[config.mk]
export PLATFORM = sky130hd
export DESIGN_NAME = pipe_stage_buf
export DESIGN_NICKNAME = d
export VERILOG_FILES = /design/src/rtl/pipe_pkg.sv /design/src/rtl/pipe_payload_slot.sv /design/src/rtl/pipe_stage_buf.sv
export SDC_FILE = /design/constraint.sdc
export NUM_CORES = 1
export LEC_CHECK = 0
export ABC_AREA = 1
export CORE_MARGIN = 5
export CORE_UTILIZATION = 56
export CTS_CLUSTER_DIAMETER = 200
export DETAILED_ROUTE_END_ITERATION = 12
export GPL_ROUTABILITY_DRIVEN = 1
export PLACE_DENSITY = 0.84
export RECOVER_POWER = 25
export SKIP_LAST_GASP = 1
export SYNTH_ARGS = -nofsm -noshare
export SYNTH_HDL_FRONTEND = slang
export SYNTH_SLANG_ARGS = --single-unit
[constraint.sdc]
create_clock -name clk -period 29.9 [get_ports clk]
set_input_delay 2.99 -clock clk [delete_from_list [all_inputs] [get_ports clk]]
set_output_delay 2.99 -clock clk [all_outputs]
set_load 0.01 [all_outputs]
[src/rtl/pipe_pkg.sv]
// Shared types and helpers for the RV32 inter-stage pipeline buffer.
package pipe_pkg;

  localparam int unsigned INST_W   = 32;
  localparam int unsigned PC_W     = 32;
  localparam logic [INST_W-1:0] NOP_INST = 32'h0000_0013;

  typedef enum logic [1:0] {
    PS_EMPTY = 2'd0,
    PS_ONE   = 2'd1,
    PS_TWO   = 2'd2
  } pipe_state_t;

  // Increment val, holding at the all-ones value of a width-bit counter (width <= 32).
  function automatic logic [31:0] sat_inc(input logic [31:0] val, input int unsigned width);
    logic [31:0] max_v;
    max_v = (width >= 32) ? 32'hFFFF_FFFF : ((32'd1 << width) - 32'd1);
    return (val >= max_v) ? max_v : (val + 32'd1);
  endfunction

endpackage

[src/rtl/pipe_payload_slot.sv]
// One held pipeline entry {inst, pc, data, ctrl}; reset and clear load the bubble value.
module pipe_payload_slot
  import pipe_pkg::*;
#(
  parameter int unsigned DATA_W = 64,
  parameter int unsigned CTRL_W = 6
) (
  input  logic              clk,
  input  logic              reset,
  input  logic              clr_i,
  input  logic              ld_i,
  input  logic [INST_W-1:0] inst_i,
  input  logic [PC_W-1:0]   pc_i,
  input  logic [DATA_W-1:0] data_i,
  input  logic [CTRL_W-1:0] ctrl_i,
  output logic [INST_W-1:0] inst_o,
  output logic [PC_W-1:0]   pc_o,
  output logic [DATA_W-1:0] data_o,
  output logic [CTRL_W-1:0] ctrl_o
);

  logic [INST_W-1:0] inst_q;
  logic [PC_W-1:0]   pc_q;
  logic [DATA_W-1:0] data_q;
  logic [CTRL_W-1:0] ctrl_q;

  always_ff @(posedge clk or posedge reset) begin
    if (reset) begin
      inst_q <= NOP_INST;
      pc_q   <= '0;
      data_q <= '0;
      ctrl_q <= '0;
    end else if (clr_i) begin
      inst_q <= NOP_INST;
      pc_q   <= '0;
      data_q <= '0;
      ctrl_q <= '0;
    end else if (ld_i) begin
      inst_q <= inst_i;
      pc_q   <= pc_i;
      data_q <= data_i;
      ctrl_q <= ctrl_i;
    end
  end

  assign inst_o = inst_q;
  assign pc_o   = pc_q;
  assign data_o = data_q;
  assign ctrl_o = ctrl_q;

endmodule

[src/rtl/pipe_stage_buf.sv]
// Inter-stage pipeline register with valid/ready handshake, optional 2-entry skid,
// flush-to-bubble and saturating stall/bubble counters.
module pipe_stage_buf
  import pipe_pkg::*;
#(
  parameter int unsigned DATA_W  = 64,
  parameter int unsigned CTRL_W  = 6,
  parameter int unsigned SKID_EN = 1,
  parameter int unsigned CNT_W   = 16
) (
  input  logic              clk,
  input  logic              reset,
  input  logic              flush,
  input  logic              in_valid,
  output logic              in_ready,
  input  logic [INST_W-1:0] in_inst,
  input  logic [PC_W-1:0]   in_pc,
  input  logic [DATA_W-1:0] in_data,
  input  logic [CTRL_W-1:0] in_ctrl,
  output logic              out_valid,
  input  logic              out_ready,
  output logic [INST_W-1:0] out_inst,
  output logic [PC_W-1:0]   out_pc,
  output logic [DATA_W-1:0] out_data,
  output logic [CTRL_W-1:0] out_ctrl,
  output logic [1:0]        occupancy,
  output logic [CNT_W-1:0]  stall_cnt,
  output logic [CNT_W-1:0]  bubble_cnt
);

  pipe_state_t state_q, state_d;
  logic        in_xfer, out_xfer;
  logic        head_ld, skid_ld;

  logic [INST_W-1:0] head_inst, skid_inst, head_src_inst;
  logic [PC_W-1:0]   head_pc,   skid_pc,   head_src_pc;
  logic [DATA_W-1:0] head_data, skid_data, head_src_data;
  logic [CTRL_W-1:0] head_ctrl, skid_ctrl, head_src_ctrl;

  logic [CNT_W-1:0] stall_q, stall_d, bubble_q, bubble_d;

  assign out_valid = (state_q != PS_EMPTY);
  assign in_xfer   = in_valid & in_ready;
  assign out_xfer  = out_valid & out_ready;

  // Next state and slot load enables; flush overrides every transfer.
  always_comb begin
    state_d = state_q;
    head_ld = 1'b0;
    skid_ld = 1'b0;
    if (flush) begin
      state_d = PS_EMPTY;
    end else begin
      unique case (state_q)
        PS_EMPTY: begin
          if (in_xfer) begin
            state_d = PS_ONE;
            head_ld = 1'b1;
          end
        end
        PS_ONE: begin
          if (in_xfer && out_xfer) begin
            head_ld = 1'b1;
          end else if (in_xfer && (SKID_EN != 0)) begin
            state_d = PS_TWO;
            skid_ld = 1'b1;
          end else if (out_xfer) begin
            state_d = PS_EMPTY;
          end
        end
        PS_TWO: begin
          if (out_xfer) begin
            state_d = PS_ONE;
            head_ld = 1'b1;
          end
        end
        default: state_d = PS_EMPTY;
      endcase
    end
  end

  always_comb begin
    stall_d  = stall_q;
    bubble_d = bubble_q;
    if (out_valid && !out_ready) stall_d = CNT_W'(sat_inc(32'(stall_q), CNT_W));
    if (!out_valid) bubble_d = CNT_W'(sat_inc(32'(bubble_q), CNT_W));
  end

  always_ff @(posedge clk or posedge reset) begin
    if (reset) begin
      state_q  <= PS_EMPTY;
      stall_q  <= '0;
      bubble_q <= '0;
    end else begin
      state_q  <= state_d;
      stall_q  <= stall_d;
      bubble_q <= bubble_d;
    end
  end

  // In TWO the head refills from the skid slot, otherwise from the input.
  always_comb begin
    head_src_inst = in_inst;
    head_src_pc   = in_pc;
    head_src_data = in_data;
    head_src_ctrl = in_ctrl;
    if (state_q == PS_TWO) begin
      head_src_inst = skid_inst;
      head_src_pc   = skid_pc;
      head_src_data = skid_data;
      head_src_ctrl = skid_ctrl;
    end
  end

  pipe_payload_slot #(.DATA_W(DATA_W), .CTRL_W(CTRL_W)) u_head (
    .clk    (clk),
    .reset  (reset),
    .clr_i  (flush),
    .ld_i   (head_ld),
    .inst_i (head_src_inst),
    .pc_i   (head_src_pc),
    .data_i (head_src_data),
    .ctrl_i (head_src_ctrl),
    .inst_o (head_inst),
    .pc_o   (head_pc),
    .data_o (head_data),
    .ctrl_o (head_ctrl)
  );

  if (SKID_EN != 0) begin : g_skid
    pipe_payload_slot #(.DATA_W(DATA_W), .CTRL_W(CTRL_W)) u_skid (
      .clk    (clk),
      .reset  (reset),
      .clr_i  (flush),
      .ld_i   (skid_ld),
      .inst_i (in_inst),
      .pc_i   (in_pc),
      .data_i (in_data),
      .ctrl_i (in_ctrl),
      .inst_o (skid_inst),
      .pc_o   (skid_pc),
      .data_o (skid_data),
      .ctrl_o (skid_ctrl)
    );
    // Registered ready: depends only on state, never on out_ready.
    assign in_ready = ~reset & (state_q != PS_TWO);
  end else begin : g_single
    assign skid_inst = NOP_INST;
    assign skid_pc   = '0;
    assign skid_data = '0;
    assign skid_ctrl = '0;
    assign in_ready  = ~reset & (~out_valid | out_ready);
  end

  assign out_inst   = out_valid ? head_inst : NOP_INST;
  assign out_pc     = out_valid ? head_pc   : '0;
  assign out_data   = out_valid ? head_data : '0;
  assign out_ctrl   = out_valid ? head_ctrl : '0;
  assign occupancy  = (state_q == PS_TWO) ? 2'd2 : ((state_q == PS_ONE) ? 2'd1 : 2'd0);
  assign stall_cnt  = stall_q;
  assign bubble_cnt = bubble_q;

endmodule

==> results.cfg <==
[job]
drv_cap = 4

[cells_and_area]
final_util_pct = 72.22
area_delta_synth_final_pct = 26.61
most-common-layout-cells = nand2_1, nand3_1, clkdlybuf4s50_1, dfrtp_1, inv_1
drive_gt1_share_pct = 3.853
fillCellCount = 2045
final_nets = 2376
postLayoutCellArea_sq_um = 19520
layout.cells.most_common = nand2_1

[yosys]
synth_top_area_share_pct = 48.05
ys_types = 27
synth.area.top_cells = dfrtp_1, nand3_1, nand2_1
synth_warnings = 0
synth_cells = 2041
ys_ff_latch = 302
syn-num-nets = 2182
synth_top_cell_by_area = dfrtp_1
syn_area_sq_um = 15420
syn-mean-instance-area_sq_um = 7.553
ys_seq_area_share_pct = 49.07

[timing]
setup_tns_ns = 0
maxSlewViolCount = 355
worst_pin_slew_ns = 8.195
clock.fmax_mhz = 73.58
max_slew_margin_pct = -446.3
rsz0062_at_grt = false
finalClockSkew_ns = 0.01070
setup_viol = 0
layout_min_cycle_time_ns = 13.59
hold_viol = 0
period_share_pct = 45.45

[global_route]
antenna_found_initial = 9
grt_pass1_vias = 14761
grt_pass1_wl_mm = 72.28
grt_max_degree = 214
grt_util_all_layers_pct = 28.04
grt_remaining_overflow = 0

[placement]
io_buffers = 308
place_area_sq_um = 18360
dp_hpwl_mm = 26.60
gp_routability_congestion = 0.8357

[clocking]
clk_latency_ns = 0.50
holdBufCountCts = 0
root_buffer = clkbuf_16
post_cts_buffers = 0
cts_buffers = 34
clkTransAtPathRegs_ns = 0.05
cts_resized = 0
htreeDepth = 2
cts_tree = done
clockBufferDepth = 3
clock_sinks = 302

[worst_setup_path]
path_cells = dlygate4sd3_1 > clkinvlp_2 > clkbuf_1
end_kind = asynchronous set/reset pin
crit_path_top_delay_cell = clkbuf_1
cp_slowest_stage_delay_ns = 5.86
regToRegStartpoint = state_q[0]$_DFFE_PP0P_
critPathArrivalTime_ns = 12.15
r2r-end = u_head.data_o[57]$_DFFE_PP0P_
worstPathRequired_ns = 28.46
critPathTopFamily = buffers and inverters
path_class = input pin to asynchronous set/reset pin
path_depth = 3
rrSetupSlack_ns = 24.84
cp.buffers_inverters = 3
crit_fanout = 156
start_kind = input pin
reg2regPathDepth = 9

[route]
vias = 15090
wl_per_cell_um = 17.20
drc = 0
antenna_left = 0
viasPerCell = 5.790
dr.pass1.iters = 7
dr.first_iter.drc_count = 1617
drt-total-wl_mm = 44.82

[worst_hold_path]
min_to = g_skid.u_skid.inst_o[1]$_DFFE_PP1P_
hold_start = g_skid.u_skid.inst_o[1]$_DFFE_PP1P_
worstHoldPathType = register to register
hold_depth = 2

[floorplan]
die_x_um = 175.9
initial_utilization_pct = 57.04
core.rowCount = 60
core_sq_um = 27030
ios = 309
die_h_um = 175.9
die-area_sq_um = 30950

[power]
p_leak_nw = 8.853
vdd_drop_max_uv = 46.16
powerDensity_nw_per_um2 = 58.29

[outcome]
status = finished, violations left
violations = max-capacitance violations, max-slew violations
report_power, final:
group	leakage, nW	total [mW]	switching (mW)	internal, mW
Clock	0.574	0.438	0.168	0.271
Combinational	4.15	0.237	0.151	0.0862
Sequential	4.12	0.463	0.0227	0.440
Total	8.85	1.14	0.341	0.797
flip-flops by register name, indices dropped and copies added (netlist names):
| name | flops |
|---|---|
| g_skid.u_skid.pc_o | 32 |
| g_skid.u_skid.data_o | 64 |
| u_head.inst_o | 32 |
| state_q | 2 |
| u_head.ctrl_o | 6 |
| u_head.data_o | 64 |
| g_skid.u_skid.ctrl_o | 6 |
| g_skid.u_skid.inst_o | 32 |
| u_head.pc_o | 32 |
| stall_cnt | 16 |
| bubble_cnt | 16 |
final cells by class:
cell class              count  area [sq um]  share of cell area [%]
flip-flops and latches    302          7565                   38.76
well taps                 341         426.7                   2.186
clock inverters             9         131.4                  0.6731
inverters                 296          1122                   5.750
multi-input cells        1281          6035                   30.92
clock buffers              50          1055                   5.404
diodes                      7         17.52                 0.08975
repair buffers            320          3166                   16.22
Yosys cell counts (all sizes together):
library cell and n:
nand2 371, nand3 304, dfrtp 296, inv 296, o21ai 270, nor2 167
nand4 139, buf 85, clkbuf 77, dfstp 6, a21oi 5, or2 5
nand3b 4, nor3 4, xnor2 4, xor2 4, ha 2, o21bai 2
logic make-up after synthesis:
logic type                 synth area share, %
adders and majority gates               0.1623
and+or+nand+nor                          29.38
xor gates and xnor gates                0.4545
DFF                                      49.07
AOI/OAI and AO/OA                        9.025
buffers and inverters                    11.91
through the flow:
stage / total power, mW / cells / hold slack (ns) / setup slack (ns)
final: 1.138 / 2606 / 0.4674 / 16.31
after global routing: 1.185 / 2606 / 0.4931 / 13.92
after CTS: 1.143 / 2599 / 0.4686 / 22.70
after detailed placement: 0.7040 / 2540 / 0.4600 / 22.70
after global placement: 0.6968 / 2540 / 0.4544 / 22.69
after floorplan: 0.6035 / 2041 / 0.4422 / 18.50
per-layer routing:
| layer | global-route usage [%] | wire [um] |
|---|---|---|
| met5 | 0 | 41 |
| met4 | 14.52 | 2253 |
| met3 | 4.628 | 3177 |
| met2 | 46.11 | 21440 |
| met1 | 35.92 | 17910 |
worst max path at each step:
| stage | start | end |
|---|---|---|
| finish | reset | g_skid.u_skid.pc_o[4]$_DFFE_PP0P_ |
| global route | reset | g_skid.u_skid.pc_o[7]$_DFFE_PP0P_ |
| CTS | reset | in_ready |
| detailed placement | reset | in_ready |
| global placement | reset | in_ready |
| floorplan | reset | bubble_cnt[0]$_DFFE_PP0P_ |
worst min-delay path, cell delays in order (launching register included):
cell	delay, ns
dfstp_2	0.36
nand2_1	0.05
nand2_1	0.05
Power figures use the tool's default switching activity.
